File: config.mk
export PLATFORM = sky130hd
export DESIGN_NAME = execute_forward_n
export DESIGN_NICKNAME = d
export VERILOG_FILES = /design/src/rtl/fwd_pkg.sv /design/src/rtl/fwd_operand_mux.sv /design/src/rtl/execute_forward_n.sv
export SDC_FILE = /design/constraint.sdc
export NUM_CORES = 1
export LEC_CHECK = 0
export ABC_AREA = 1
export ABC_CLOCK_PERIOD_IN_PS = 2000
export BUFFER_PORTS_ARGS = -buffer_cell sky130_fd_sc_hd__buf_4
export CORE_MARGIN = 3
export CORE_UTILIZATION = 41
export DETAILED_ROUTE_END_ITERATION = 16
export PLACE_DENSITY = 0.85
export SLEW_MARGIN = 20
export SYNTH_ARGS = -nofsm -noshare
export SYNTH_HDL_FRONTEND = slang
export SYNTH_SLANG_ARGS = --single-unit
File: constraint.sdc
create_clock -name clk -period 2 [get_ports clk]
set_input_delay 0.6 -clock clk [delete_from_list [all_inputs] [get_ports clk]]
set_output_delay 0.6 -clock clk [all_outputs]
set_load 0.01 [all_outputs]
File: src/rtl/fwd_pkg.sv
// Shared definitions for the execute-stage forwarding block: operand select
// encodings, the shadow-stage record and a small match helper.
package fwd_pkg;

    // Operand select encodings (2'b11 falls back to the register file)
    localparam logic [1:0] FWD_RF = 2'b00;
    localparam logic [1:0] FWD_W  = 2'b01;
    localparam logic [1:0] FWD_M  = 2'b10;

    // Destination addresses are stored zero-extended to this width so the
    // record type can live in the package independent of AW (AW <= 8).
    localparam int RD_MAX_W = 8;

    // One shadow pipeline stage: what the instruction in that stage will write
    typedef struct packed {
        logic [RD_MAX_W-1:0] rd;
        logic                regwrite;
        logic                load;
        logic                valid;
    } shadow_t;

    localparam shadow_t SHADOW_BUBBLE = '0;

    // A stage writes register r only when it is a valid register-writing
    // instruction targeting r, and r is not the hardwired zero register.
    function automatic logic stage_writes(
        input logic                valid,
        input logic                regwrite,
        input logic [RD_MAX_W-1:0] rd,
        input logic [RD_MAX_W-1:0] r
    );
        return valid && regwrite && (rd == r) && (r != '0);
    endfunction

endpackage

File: src/rtl/fwd_operand_mux.sv
// XLEN-wide 4:1 operand mux choosing between register-file data and the
// M/W bypass values according to a registered forwarding select.
module fwd_operand_mux #(
    parameter int XLEN = 32
) (
    input  logic [1:0]      sel,
    input  logic [XLEN-1:0] rf_data,
    input  logic [XLEN-1:0] w_data,
    input  logic [XLEN-1:0] m_data,
    output logic [XLEN-1:0] op
);
    import fwd_pkg::*;

    // Pick the bypass source; the unused 2'b11 code reads the register file
    always_comb begin
        op = rf_data;
        case (sel)
            FWD_W:   op = w_data;
            FWD_M:   op = m_data;
            default: op = rf_data;
        endcase
    end

endmodule

File: src/rtl/execute_forward_n.sv
// Execute-stage forwarding and hazard unit. Tracks a shadow E/M/W pipeline
// of destination info, registers a per-operand bypass select at the D->E
// edge, and raises stall/flush controls for load-use (or, without
// forwarding, any RAW) hazards and for taken branches.
module execute_forward_n #(
    parameter int XLEN   = 32,
    parameter int NSRC   = 2,
    parameter int AW     = 5,
    parameter int FWD_EN = 1
) (
    input  logic                 clk,
    input  logic                 rst_n,
    input  logic [NSRC*AW-1:0]   rs_d,
    input  logic [AW-1:0]        rd_d,
    input  logic                 regwrite_d,
    input  logic                 load_d,
    input  logic                 valid_d,
    input  logic [NSRC*XLEN-1:0] rdata_e,
    input  logic [XLEN-1:0]      alu_result_m,
    input  logic [XLEN-1:0]      result_w,
    input  logic                 branch_taken_e,
    output logic [NSRC*XLEN-1:0] op_e,
    output logic [NSRC*2-1:0]    fwd_sel_e,
    output logic                 stall_f,
    output logic                 stall_d,
    output logic                 flush_d,
    output logic                 flush_e,
    output logic [31:0]          stall_cnt
);
    import fwd_pkg::*;

    shadow_t e_q, e_d;
    shadow_t m_q, m_d;
    shadow_t w_q, w_d;

    logic [NSRC*2-1:0] fwd_sel_q, fwd_sel_d;
    logic [NSRC*2-1:0] sel_cand;
    logic [31:0]       stall_cnt_q, stall_cnt_d;

    logic load_use_hit;
    logic raw_hit;
    logic hazard;
    logic stall_int;
    logic flush_e_int;

    // The W record ends the shadow pipe; the register file is write-first,
    // so no hazard logic consumes it and it is folded into a named sink.
    logic w_shadow_unused;
    assign w_shadow_unused = ^w_q;

    // Compare each decode source against E and M; E is the younger stage and wins
    always_comb begin
        sel_cand     = '0;
        load_use_hit = 1'b0;
        raw_hit      = 1'b0;
        for (int i = 0; i < NSRC; i++) begin
            if (stage_writes(e_q.valid, e_q.regwrite, e_q.rd,
                             RD_MAX_W'(rs_d[i*AW +: AW]))) begin
                sel_cand[i*2 +: 2] = FWD_M;
                raw_hit            = raw_hit | valid_d;
                load_use_hit       = load_use_hit | (valid_d & e_q.load);
            end else if (stage_writes(m_q.valid, m_q.regwrite, m_q.rd,
                                      RD_MAX_W'(rs_d[i*AW +: AW]))) begin
                sel_cand[i*2 +: 2] = FWD_W;
                raw_hit            = raw_hit | valid_d;
            end
        end
    end

    // Stall/flush decisions; a taken branch cancels any stall, and all
    // controls drop immediately while reset is held
    always_comb begin
        hazard      = (FWD_EN != 0) ? load_use_hit : raw_hit;
        stall_int   = rst_n & hazard & ~branch_taken_e;
        flush_e_int = rst_n & (hazard | branch_taken_e);
    end

    assign stall_f   = stall_int;
    assign stall_d   = stall_int;
    assign flush_e   = flush_e_int;
    assign flush_d   = rst_n & branch_taken_e;
    assign fwd_sel_e = fwd_sel_q;
    assign stall_cnt = stall_cnt_q;

    // Next-state: shadow advance, select capture, saturating stall counter
    always_comb begin
        e_d = SHADOW_BUBBLE;
        if (!flush_e_int) begin
            e_d.rd       = RD_MAX_W'(rd_d);
            e_d.regwrite = regwrite_d;
            e_d.load     = load_d;
            e_d.valid    = valid_d;
        end
        m_d = e_q;
        w_d = m_q;

        fwd_sel_d = fwd_sel_q;
        if (!stall_int) begin
            if (flush_e_int || (FWD_EN == 0)) begin
                fwd_sel_d = '0;
            end else begin
                fwd_sel_d = sel_cand;
            end
        end

        stall_cnt_d = stall_cnt_q;
        if (stall_int && (stall_cnt_q != 32'hFFFF_FFFF)) begin
            stall_cnt_d = stall_cnt_q + 32'd1;
        end
    end

    // State registers with asynchronous active-low clear
    always_ff @(posedge clk or negedge rst_n) begin
        if (!rst_n) begin
            e_q         <= SHADOW_BUBBLE;
            m_q         <= SHADOW_BUBBLE;
            w_q         <= SHADOW_BUBBLE;
            fwd_sel_q   <= '0;
            stall_cnt_q <= '0;
        end else begin
            e_q         <= e_d;
            m_q         <= m_d;
            w_q         <= w_d;
            fwd_sel_q   <= fwd_sel_d;
            stall_cnt_q <= stall_cnt_d;
        end
    end

    // One operand mux per source, driven by the registered select
    for (genvar g = 0; g < NSRC; g++) begin : g_op
        fwd_operand_mux #(
            .XLEN(XLEN)
        ) u_mux (
            .sel     (fwd_sel_q[g*2 +: 2]),
            .rf_data (rdata_e[g*XLEN +: XLEN]),
            .w_data  (result_w),
            .m_data  (alu_result_m),
            .op      (op_e[g*XLEN +: XLEN])
        );
    end

endmodule

==> results.ini, run 1 <==
[clock_tree]
cts_buffers = 5
cts_tree = yes
path_clk_slew_ns = 0.09
cts.sinks = 51
cts_root_buf = clkbuf_8
clockBufferDepth = 2
htree_levels = 2
clk_latency_ns = 0.30
holdBufCountCts = 0

[synthesis]
syn_inst = 732
synth-seq-area-share_pct = 28.7
yosys_warnings = 0
synth_area_per_cell_um2 = 6.09
synth_area_leaders = dfrtp_1 (29%), nand2_1 (22%), a21oi_1 (15%)
netlist_area_um2 = 4450
synth_top_cell_area_share_pct = 28.7
yosysTopAreaCell = dfrtp_1
synth_fp_nets = 886
ys_types = 30
ys_ff_latch = 51

[finish]
fillCellCount = 777
layout_commonest_cell = buf_4
nets = 1158
drive_above_1_share_pct = 47.7
finalCoreUtilization_pct = 74.5
stdcell_area_um2 = 7790
final_cell_mix = buf_4 (276), nand2_1 (253), a21oi_2 (66)
final_cells = 1141
diodes = 0
regArea_um2 = 1280
area_growth_syn_to_layout_pct = 74.9
multiInputGateArea_um2 = 3440

[routing]
wl_per_cell_um = 17.9
drcViolationCount = 0
ant_nets = 0
viasPerCell = 5.41
routed_wl_mm = 20.4
drt_iter0_drc = 499
dr_total_vias = 6174
drt_first_pass_iters = 5

[worst_setup_path]
slowest_delay_ns = 0.40
critical_path_class = flop to primary output
worst-r2r-cell-count = 11
critPathCaptureType = primary output
slowest_stage = dfrtp_1
cp-start-kind = flop
path_max_fanout = 12
critical_path_required_ns = 1.40
arrival_ns = 1.70
path_cells = buf_6, ha_4, inv_4, buf_12, nor2_4, a21oi_2, buf_4

[die]
die_area_um2 = 12200
io_pins = 253
coreArea_um2 = 10500
initial_core_util_pct = 42.6
die_w_um = 110
rows = 37
chipHeight_um = 110

[sta]
max_freq_mhz = 435
rsz0062_at_grt = true
clock_skew_ns = 0.00620
final_max_slew_viol_count = 0
slew_headroom_pct = 63.7
fin_crit_ns = 2.30
min_period_over_period_pct = 115
layout_setup_ws_ns = -0.301
worst_pin_slew_ns = 0.545
report.final.hold_viol_count = 0
setup_viol = 67
holdWs_ns = 0.209

[pwr]
p_per_area_nw_per_um2 = 335
clock_power_share_pct = 28.1
power.leakage_nw = 3.78
switching_share_pct = 27.4
combPwrFrac_pct = 31.0
switching_power_mw = 0.713
ir_drop_mv = 0.459
pwr-share-seq_pct = 40.9
p_int_mw = 1.89

[worst_hold_path]
hold_path.class = input pin to asynchronous set/reset pin

[grt]
grt_pass1_wl_mm = 29.1
grt_max_degree = 45
grt.overflow.total = 0
antenna_found_initial = 0
grt_pass1_vias = 5724
grtUsageTotal_pct = 31.0

[run_status]
status = finished, violations left
violations = setup timing

[placement]
dp.cells = 1121
io_buffers = 252
gp_congestion = 0.966
dpl_cell_area_um2 = 6930
post-dp-hpwl_mm = 14.6
pre_cts_slack_ns = -0.165

[run]
max_cap_viol_count = 0

per-layer routing:
metal / share of wire (%) / track usage [%] / up-vias
met5: 0 / 0 / -
met1: 37 / 36.4 / 2897
li1: - / - / 2862
met3: 8.7 / 5.71 / 90
met4: 4.5 / 10.8 / 0
met2: 49 / 56.3 / 325
power by group through the flow:
| stage | registers [mW] | clock network (mW) | logic, mW |
|---|---|---|---|
| final | 1.07 | 0.733 | 0.807 |
| after floorplan | 1.08 | 0 | 0.239 |
| after CTS | 1.07 | 0.746 | 0.767 |
| after global placement | 1.09 | 0 | 0.698 |
| after global routing | 1.07 | 0.785 | 0.863 |
| after detailed placement | 1.09 | 0 | 0.702 |
worst paths after layout:
check | slack, ns | end | startpoint
worst max-delay path | -0.30 | op_e[60] | fwd_sel_e[3]
worst min-delay path | 0.21 | m_q[5] | rst_n
worst max register to register | 0.16 | stall_cnt[1] | stall_cnt[0]
worst min register to register | 0.38 | m_q[2] | e_q[2]
max in group asynchronous | 1.21 | fwd_sel_e[1] | rst_n
min in group clk | 0.38 | m_q[2] | e_q[2]
through the flow:
| stage | setup TNS, ns | total power, mW |
|---|---|---|
| final | -15.48 | 2.61 |
| after global routing | -19.24 | 2.72 |
| after CTS | -14.37 | 2.58 |
| after detailed placement | -0.560 | 1.79 |
| after global placement | -0.350 | 1.79 |
| after floorplan | 0 | 1.32 |
sequential cells by signal (all words and copies together), names as in the netlist:
signal / flops
e_q: 8
fwd_sel_e: 4
m_q: 7
stall_cnt: 32
final cells by class:
| type | instances | share of cell area, % |
|---|---|---|
| Multi-Input combinational cell | 592 | 44.2 |
| Timing Repair Buffer | 300 | 32.9 |
| Sequential cell | 51 | 16.4 |
| Inverter | 54 | 2.76 |
| Tap cell | 136 | 2.18 |
| Clock buffer | 6 | 1.06 |
| Clock inverter | 2 | 0.450 |
timing repair:
| action | CTS | global route |
|---|---|---|
| endpoints found under the setup margin | 67 | 67 |
| gates resized for setup | 107 | 39 |
| setup buffers | 4 | 0 |
| pin swaps | 5 | 4 |
| cloned | 5 | 3 |
kinds of logic (layout without fill, tap and decap cells):
| kind of cell | count (synthesis) | count (layout) | synth area share, % |
|---|---|---|---|
| AOI/OAI and AO/OA | 137 | 137 | 15.5 |
| xor gates and xnor gates | 34 | 34 | 6.69 |
| buffers and inverters | 89 | 362 | 8.90 |
| and+or+nand+nor | 416 | 416 | 38.9 |
| adders and majority gates | 5 | 5 | 1.40 |
| DFF | 51 | 51 | 28.7 |
worst max-delay path: cells and delay by family (launching register included):
kind / cells / cell delay (ns)
adders and majority gates: 1 / 0.33
and+or+nand+nor: 1 / 0.12
AOI/OAI and AO/OA: 1 / 0.06
DFF: 1 / 0.40
buffers and inverters: 4 / 0.49
cells in the mapped netlist, drive strengths merged:
master  count
a211oi      1
a21oi     131
and3        1
buf         9
clkbuf     26
dfrtp      51
ha          5
inv        54
nand2     262
nand3      12
nand3b      2
nand4       8
nor2      115
nor3       16
o21ai       4
o22ai       1
xnor2      14
xor2       20
No activity file was read; power rests on OpenSTA's default activity.
==> run 2: changes to the inputs <==
--- a/config.mk
+++ b/config.mk
@@ -9,9 +9,9 @@
 export ABC_CLOCK_PERIOD_IN_PS = 2000
 export BUFFER_PORTS_ARGS = -buffer_cell sky130_fd_sc_hd__buf_4
 export CORE_MARGIN = 3
-export CORE_UTILIZATION = 41
+export CORE_UTILIZATION = 31
 export DETAILED_ROUTE_END_ITERATION = 16
-export PLACE_DENSITY = 0.85
+export PLACE_DENSITY = 0.69
 export SLEW_MARGIN = 20
 export SYNTH_ARGS = -nofsm -noshare
 export SYNTH_HDL_FRONTEND = slang
==> results.ini, run 2 (synthesized netlist as in run 1, its figures left out) <==
[placement]
io_buffers = 252  ; unchanged
post-dp-hpwl_mm = 15.4  ; +6.0%
gp_congestion = 0.959  ; -0.71%

[clock_tree]
path_clk_slew_ns = 0.07  ; -0.02 ns
cts_tree = yes
cts_root_buf = clkbuf_16
clk_latency_ns = 0.29  ; about the same
holdBufCountCts = 0  ; unchanged
cts.sinks = 51  ; unchanged
clockBufferDepth = 2  ; unchanged
htree_levels = 2  ; unchanged
cts_buffers = 5  ; unchanged

[routing]
ant_nets = 0  ; unchanged
dr_total_vias = 6078  ; -1.6%
drt_iter0_drc = 336  ; -33%
drt_first_pass_iters = 4  ; -1
routed_wl_mm = 21.4  ; +4.6%
viasPerCell = 5.03  ; -7.0%
drcViolationCount = 0  ; unchanged
wl_per_cell_um = 17.7  ; -1.2%

[grt]
grt_pass1_vias = 5955  ; +4.0%
grt_max_degree = 52  ; +16%
grtUsageTotal_pct = 25.2  ; -5.7 points
grt.overflow.total = 0  ; unchanged
antenna_found_initial = 0  ; unchanged
grt_pass1_wl_mm = 31.9  ; +9.8%

[worst_setup_path]
critical_path_class = flop to primary output
critPathCaptureType = primary output
critical_path_required_ns = 1.40  ; about the same
arrival_ns = 1.69  ; about the same
path_max_fanout = 6  ; -6
cp-start-kind = flop

[die]
io_pins = 253  ; unchanged
die_w_um = 126  ; +14%
coreArea_um2 = 14000  ; +34%
die_area_um2 = 15800  ; +30%
chipHeight_um = 126  ; +14%
rows = 43  ; +16%
initial_core_util_pct = 31.8  ; -11 points

[sta]
layout_setup_ws_ns = -0.294  ; +0.00697 ns
fin_crit_ns = 2.29  ; -0.00697 ns
clock_skew_ns = 0.00653  ; +0.000332 ns
report.final.hold_viol_count = 0  ; unchanged
final_max_slew_viol_count = 0  ; unchanged
min_period_over_period_pct = 115  ; -0.35 points
slew_headroom_pct = 57.4  ; -6.3 points
rsz0062_at_grt = true
worst_pin_slew_ns = 0.639  ; +0.0941 ns
max_freq_mhz = 436  ; +0.30%
setup_viol = 67  ; unchanged

[pwr]
combPwrFrac_pct = 27.0  ; -4.0 points
p_per_area_nw_per_um2 = 357  ; +6.7%
p_int_mw = 2.19  ; +16%
ir_drop_mv = 0.383  ; -16%
switching_power_mw = 0.779  ; +9.2%
power_mw = 2.97  ; +14%
clock_power_share_pct = 37.0  ; +8.9 points
power.leakage_nw = 4.01  ; +6.2%
switching_share_pct = 26.2  ; -1.2 points
pwr-share-seq_pct = 35.9  ; -5.0 points

[finish]
layout_commonest_cell = buf_4
largest_reg_flops = 32  ; unchanged
drive_above_1_share_pct = 50.3  ; +2.6 points
final_cell_mix = buf_4 (282), nand2_1 (232), nor2_1 (100)
diodes = 0  ; unchanged
finalCoreUtilization_pct = 59.5  ; -15 points
nets = 1181  ; +2.0%
fillCellCount = 1288  ; +66%
area_growth_syn_to_layout_pct = 86.9

[worst_hold_path]
hold_path.class = flop to flop

[run]
max_cap_viol_count = 0  ; unchanged

[run_status]
violations = setup timing
status = finished, violations left

## run 2: changes by cell type in the layout (fill, tap and decap cells not counted), moves of 8 or more
cell,delta
a21oi_1,-43
a21oi_2,+26
a21oi_4,+17
buf_6,+10
nand2_1,-21
nand2_2,+13
nand2_4,+8
nor2_1,+49
nor2_2,-16
nor2_4,-33
## run 2: power groups by stage
stage | Sequential (mW) | Clock (mW) | Combinational (mW)
after floorplan | 1.08 | 0 | 0.239
after global placement | 1.09 | 0 | 0.720
after detailed placement | 1.09 | 0 | 0.721
after CTS | 1.07 | 1.12 | 0.767
after global routing | 1.07 | 1.17 | 0.862
final | 1.07 | 1.10 | 0.804
## run 2: critical path, stage by stage (launching register included)
cell and delay [ns]:
dfrtp_1 0.42, ha_4 0.32, buf_12 0.15, buf_12 0.14, a21oi_4 0.03, a21oi_2 0.18, buf_4 0.15
## run 2: area by class of cell
cell class	count	area [um2]	area share, %
Inverter	54	210	2.53
Multi-Input combinational cell	592	3540	42.6
Sequential cell	51	1280	15.3
Timing Repair Buffer	323	2880	34.5
Tap cell	180	225	2.71
Clock inverter	3	67.6	0.812
Clock buffer	5	125	1.50
## run 2: stage by stage
step / hold slack (ns) / cells / setup TNS, ns / area [um2] / worst slack (ns)
2_1_floorplan: 0.304 / 732 / 0 / 4700 / 0.00121
3_3_place_gp: 0.370 / 1178 / -0.623 / 7140 / -0.143
3_5_place_dp: 0.372 / 1178 / -0.754 / 7140 / -0.163
4_1_cts: 0.387 / 1205 / -15.77 / 8010 / -0.313
5_1_grt: 0.409 / 1208 / -18.68 / 8320 / -0.356
6_report: 0.386 / 1208 / -14.43 / 8320 / -0.294
## run 2: path summary, 6_finish.rpt
kind | endpoint | depth (start not counted) | slack [ns] | from
hold reg to reg | m_q[2] | 0 | 0.39 | e_q[2]
setup / recovery | op_e[27] | 6 | -0.29 | fwd_sel_e[1]
setup reg to reg | stall_cnt[18] | 14 | 0.20 | e_q[6]
min in group asynchronous | m_q[2] | 2 | 0.43 | rst_n
max in group asynchronous | stall_cnt[27] | 2 | 1.13 | rst_n
hold / removal | m_q[2] | 0 | 0.39 | e_q[2]
## run 2: timing repair
item / CTS / global route
setup endpoints to repair: 67 / 68
setup buffers: 12 / 1
resized for setup: 106 / 59
gates cloned: 8 / 4
pin swaps: 30 / 30
## run 2: metal layers
layer	wire length, um	track usage [%]	vias up
met5	0	0	-
met4	1200	12.2	0
met3	1230	3.69	68
met2	10900	45.7	272
met1	8040	29.1	2826
li1	-	-	2912
==> run 3: changes to the inputs <==
--- a/config.mk
+++ b/config.mk
@@ -6,12 +6,12 @@
 export NUM_CORES = 1
 export LEC_CHECK = 0
 export ABC_AREA = 1
-export ABC_CLOCK_PERIOD_IN_PS = 2000
+export ABC_CLOCK_PERIOD_IN_PS = 2700
 export BUFFER_PORTS_ARGS = -buffer_cell sky130_fd_sc_hd__buf_4
 export CORE_MARGIN = 3
 export CORE_UTILIZATION = 31
 export DETAILED_ROUTE_END_ITERATION = 16
-export PLACE_DENSITY = 0.69
+export PLACE_DENSITY = 0.67
 export SLEW_MARGIN = 20
 export SYNTH_ARGS = -nofsm -noshare
 export SYNTH_HDL_FRONTEND = slang
==> constraint.sdc (replaced) <==
create_clock -name clk -period 2.7 [get_ports clk]
set_input_delay 0.81 -clock clk [delete_from_list [all_inputs] [get_ports clk]]
set_output_delay 0.81 -clock clk [all_outputs]
set_load 0.01 [all_outputs]
==> results.ini, run 3 (synthesized netlist as in run 1, its figures left out) <==
[finish]
final_cell_mix = buf_4 (262), nand2_1 (255), a21oi_1 (131)
largest_reg_flops = 32  ; unchanged
nets = 1128  ; -4.5%
drive_above_1_share_pct = 31.5  ; -19 points
finalCoreUtilization_pct = 48.3  ; -11 points
layout_commonest_cell = buf_4
diodes = 0  ; unchanged
area_growth_syn_to_layout_pct = 51.6

[worst_hold_path]
hold_path.class = flop to flop
hold_end = m_q[2]
whs_path_depth = 0  ; unchanged
hp-start = e_q[2]

[clock_tree]
clk_latency_ns = 0.29  ; about the same
htree_levels = 2  ; unchanged
cts_tree = yes
cts_root_buf = clkbuf_16
path_clk_slew_ns = 0.06  ; about the same
clockBufferDepth = 2  ; unchanged
cts_buffers = 5  ; unchanged
cts_setup_buffers = 0  ; -12
cts.sinks = 51  ; unchanged

[sta]
max_freq_mhz = 388
rsz0062_at_grt = true
fin_crit_ns = 2.58
worst_pin_slew_ns = 0.654  ; +0.0149 ns
final_max_slew_viol_count = 0  ; unchanged
min_period_over_period_pct = 95.5
setup_viol = 0  ; -100%
clock_skew_ns = 0.00568  ; -0.000851 ns
layout_setup_ws_ns = 0.123  ; +0.417 ns
slew_headroom_pct = 56.4  ; -0.99 points
report.final.hold_viol_count = 0  ; unchanged

[run_status]
status = finished, final reports clean

[pwr]
p_int_mw = 1.39  ; -37%
switching_share_pct = 26.8  ; +0.63 points
clock_power_share_pct = 32.5  ; -4.5 points
p_per_area_nw_per_um2 = 281  ; -21%
pwr-share-seq_pct = 41.8  ; +5.9 points
power.leakage_nw = 3.49  ; -13%
ir_drop_mv = 0.214  ; -44%
power_mw = 1.90  ; -36%
combPwrFrac_pct = 25.8  ; -1.2 points
switching_power_mw = 0.508  ; -35%

[die]
die_area_um2 = 15800  ; unchanged
rows = 43  ; unchanged
initial_core_util_pct = 31.8  ; unchanged
coreArea_um2 = 14000  ; unchanged
io_pins = 253  ; unchanged
die_w_um = 126  ; unchanged
chipHeight_um = 126  ; unchanged

[routing]
wl_per_cell_um = 16.2  ; -8.2%
dr_total_vias = 5610  ; -7.7%
viasPerCell = 4.86  ; -3.5%
drt_first_pass_iters = 4  ; unchanged
drcViolationCount = 0  ; unchanged
ant_nets = 0  ; unchanged
drt_iter0_drc = 408  ; +21%
routed_wl_mm = 18.8  ; -12%

[placement]
gp_congestion = 0.914  ; -4.7%
io_buffers = 252  ; unchanged
post-dp-hpwl_mm = 14.7  ; -5.1%
pre_cts_slack_ns = 0.0400  ; +0.203 ns

[worst_setup_path]
arrival_ns = 1.77  ; +0.08 ns
r2r_end = stall_cnt[17]
critical_path_required_ns = 1.89  ; +0.49 ns
cp-start-kind = input pin
worst-r2r-cell-count = 9  ; -5
critical_path_class = input pin to primary output
slowest_delay_ns = 0.14  ; -0.28 ns
cp_top_family = simple AND/OR/NAND/NOR gates
ff2ff_setup_slack_ns = 0.76  ; +0.56 ns
critPathCaptureType = primary output
path_cells = buf_4, inv_1, nand2_1, nor2_1, nor2_1, nand2_2, nand2_4, nand2_1, nand2_2, buf_4
r2r_start = stall_cnt[0]
path_buf_inv = 3  ; unchanged
slowest_stage = buf_4
path_max_fanout = 3  ; -3

[grt]
grt_max_degree = 52  ; unchanged
grt_pass1_vias = 5259  ; -12%
grt.overflow.total = 0  ; unchanged
grt_pass1_wl_mm = 28.4  ; -11%
grtUsageTotal_pct = 22.2  ; -3.0 points
antenna_found_initial = 0  ; unchanged

[run]
max_cap_viol_count = 0  ; unchanged

## run 3: cell count changes in the layout (fill, tap and decap cells not counted), sizes merged
cell | previous run | this run
bufinv | 2 | 0
buf | 319 | 269
clkinvlp | 1 | 0
clkinv | 0 | 3
clkbuf | 9 | 6
## run 3: power by group through the flow
stage / clock [mW] / combinational [mW] / sequential, mW
floorplan: 0 / 0.154 / 0.803
global placement: 0 / 0.486 / 0.807
detailed placement: 0 / 0.486 / 0.806
CTS: 0.635 / 0.487 / 0.791
global route: 0.661 / 0.535 / 0.793
finish: 0.616 / 0.488 / 0.791
## run 3: worst reg2reg max path, stage by stage, from the launching register on
cell	delay [ns]
dfrtp_1	0.43
ha_1	0.27
nand3_2	0.16
inv_2	0.06
nand2_2	0.11
nor2_4	0.06
nand2_2	0.10
nand4_4	0.39
nand2_1	0.19
nand2_1	0.06
## run 3: cell type report
cell class,instances,area (um2)
clock inverter,3,15.0
inverter,54,203
tap,180,225
sequential,51,1280
fill,1516,7230
clock buffer,5,125
timing repair buffer,270,2120
multi-input combinational,592,2790
## run 3: worst max-delay path by stage
stage | from | to | slack (ns) | cells past startpoint
detailed placement | rs_d[2] | stall_d | 0.04 | 11
finish | rs_d[0] | flush_e | 0.12 | 10
floorplan | rs_d[2] | stall_f | 0.20 | 10
global placement | rs_d[2] | flush_e | 0.05 | 10
CTS | rs_d[2] | stall_d | 0.04 | 11
global route | fwd_sel_e[0] | op_e[13] | -0.01 | 6
## run 3: stage by stage
step                      hold WS [ns]  setup TNS, ns  std cells  area [um2]
after floorplan                  0.354              0        732        4450
after global placement           0.357              0       1146        6580
after detailed placement         0.360              0       1146        6580
after CTS                        0.375              0       1154        6720
after global routing             0.389        -0.0498       1155        6750
final                            0.373              0       1155        6750
## run 3: repair_timing
action                     4_1_cts  5_1_grt
hold endpoints to repair         0        0
setup endpoints to repair        0       14
hold buffers                     0        0
resized for setup                0        6
## run 3: metal layers
layer / wire length, um / share of wire (%) / GRT usage (%) / vias up
li1: - / - / - / 2808
met1: 7420 / 40 / 27.2 / 2552
met2: 9500 / 51 / 40.0 / 208
met3: 1120 / 5.9 / 3.44 / 42
met4: 731 / 3.9 / 7.19 / 0
met5: 0 / 0 / 0 / -
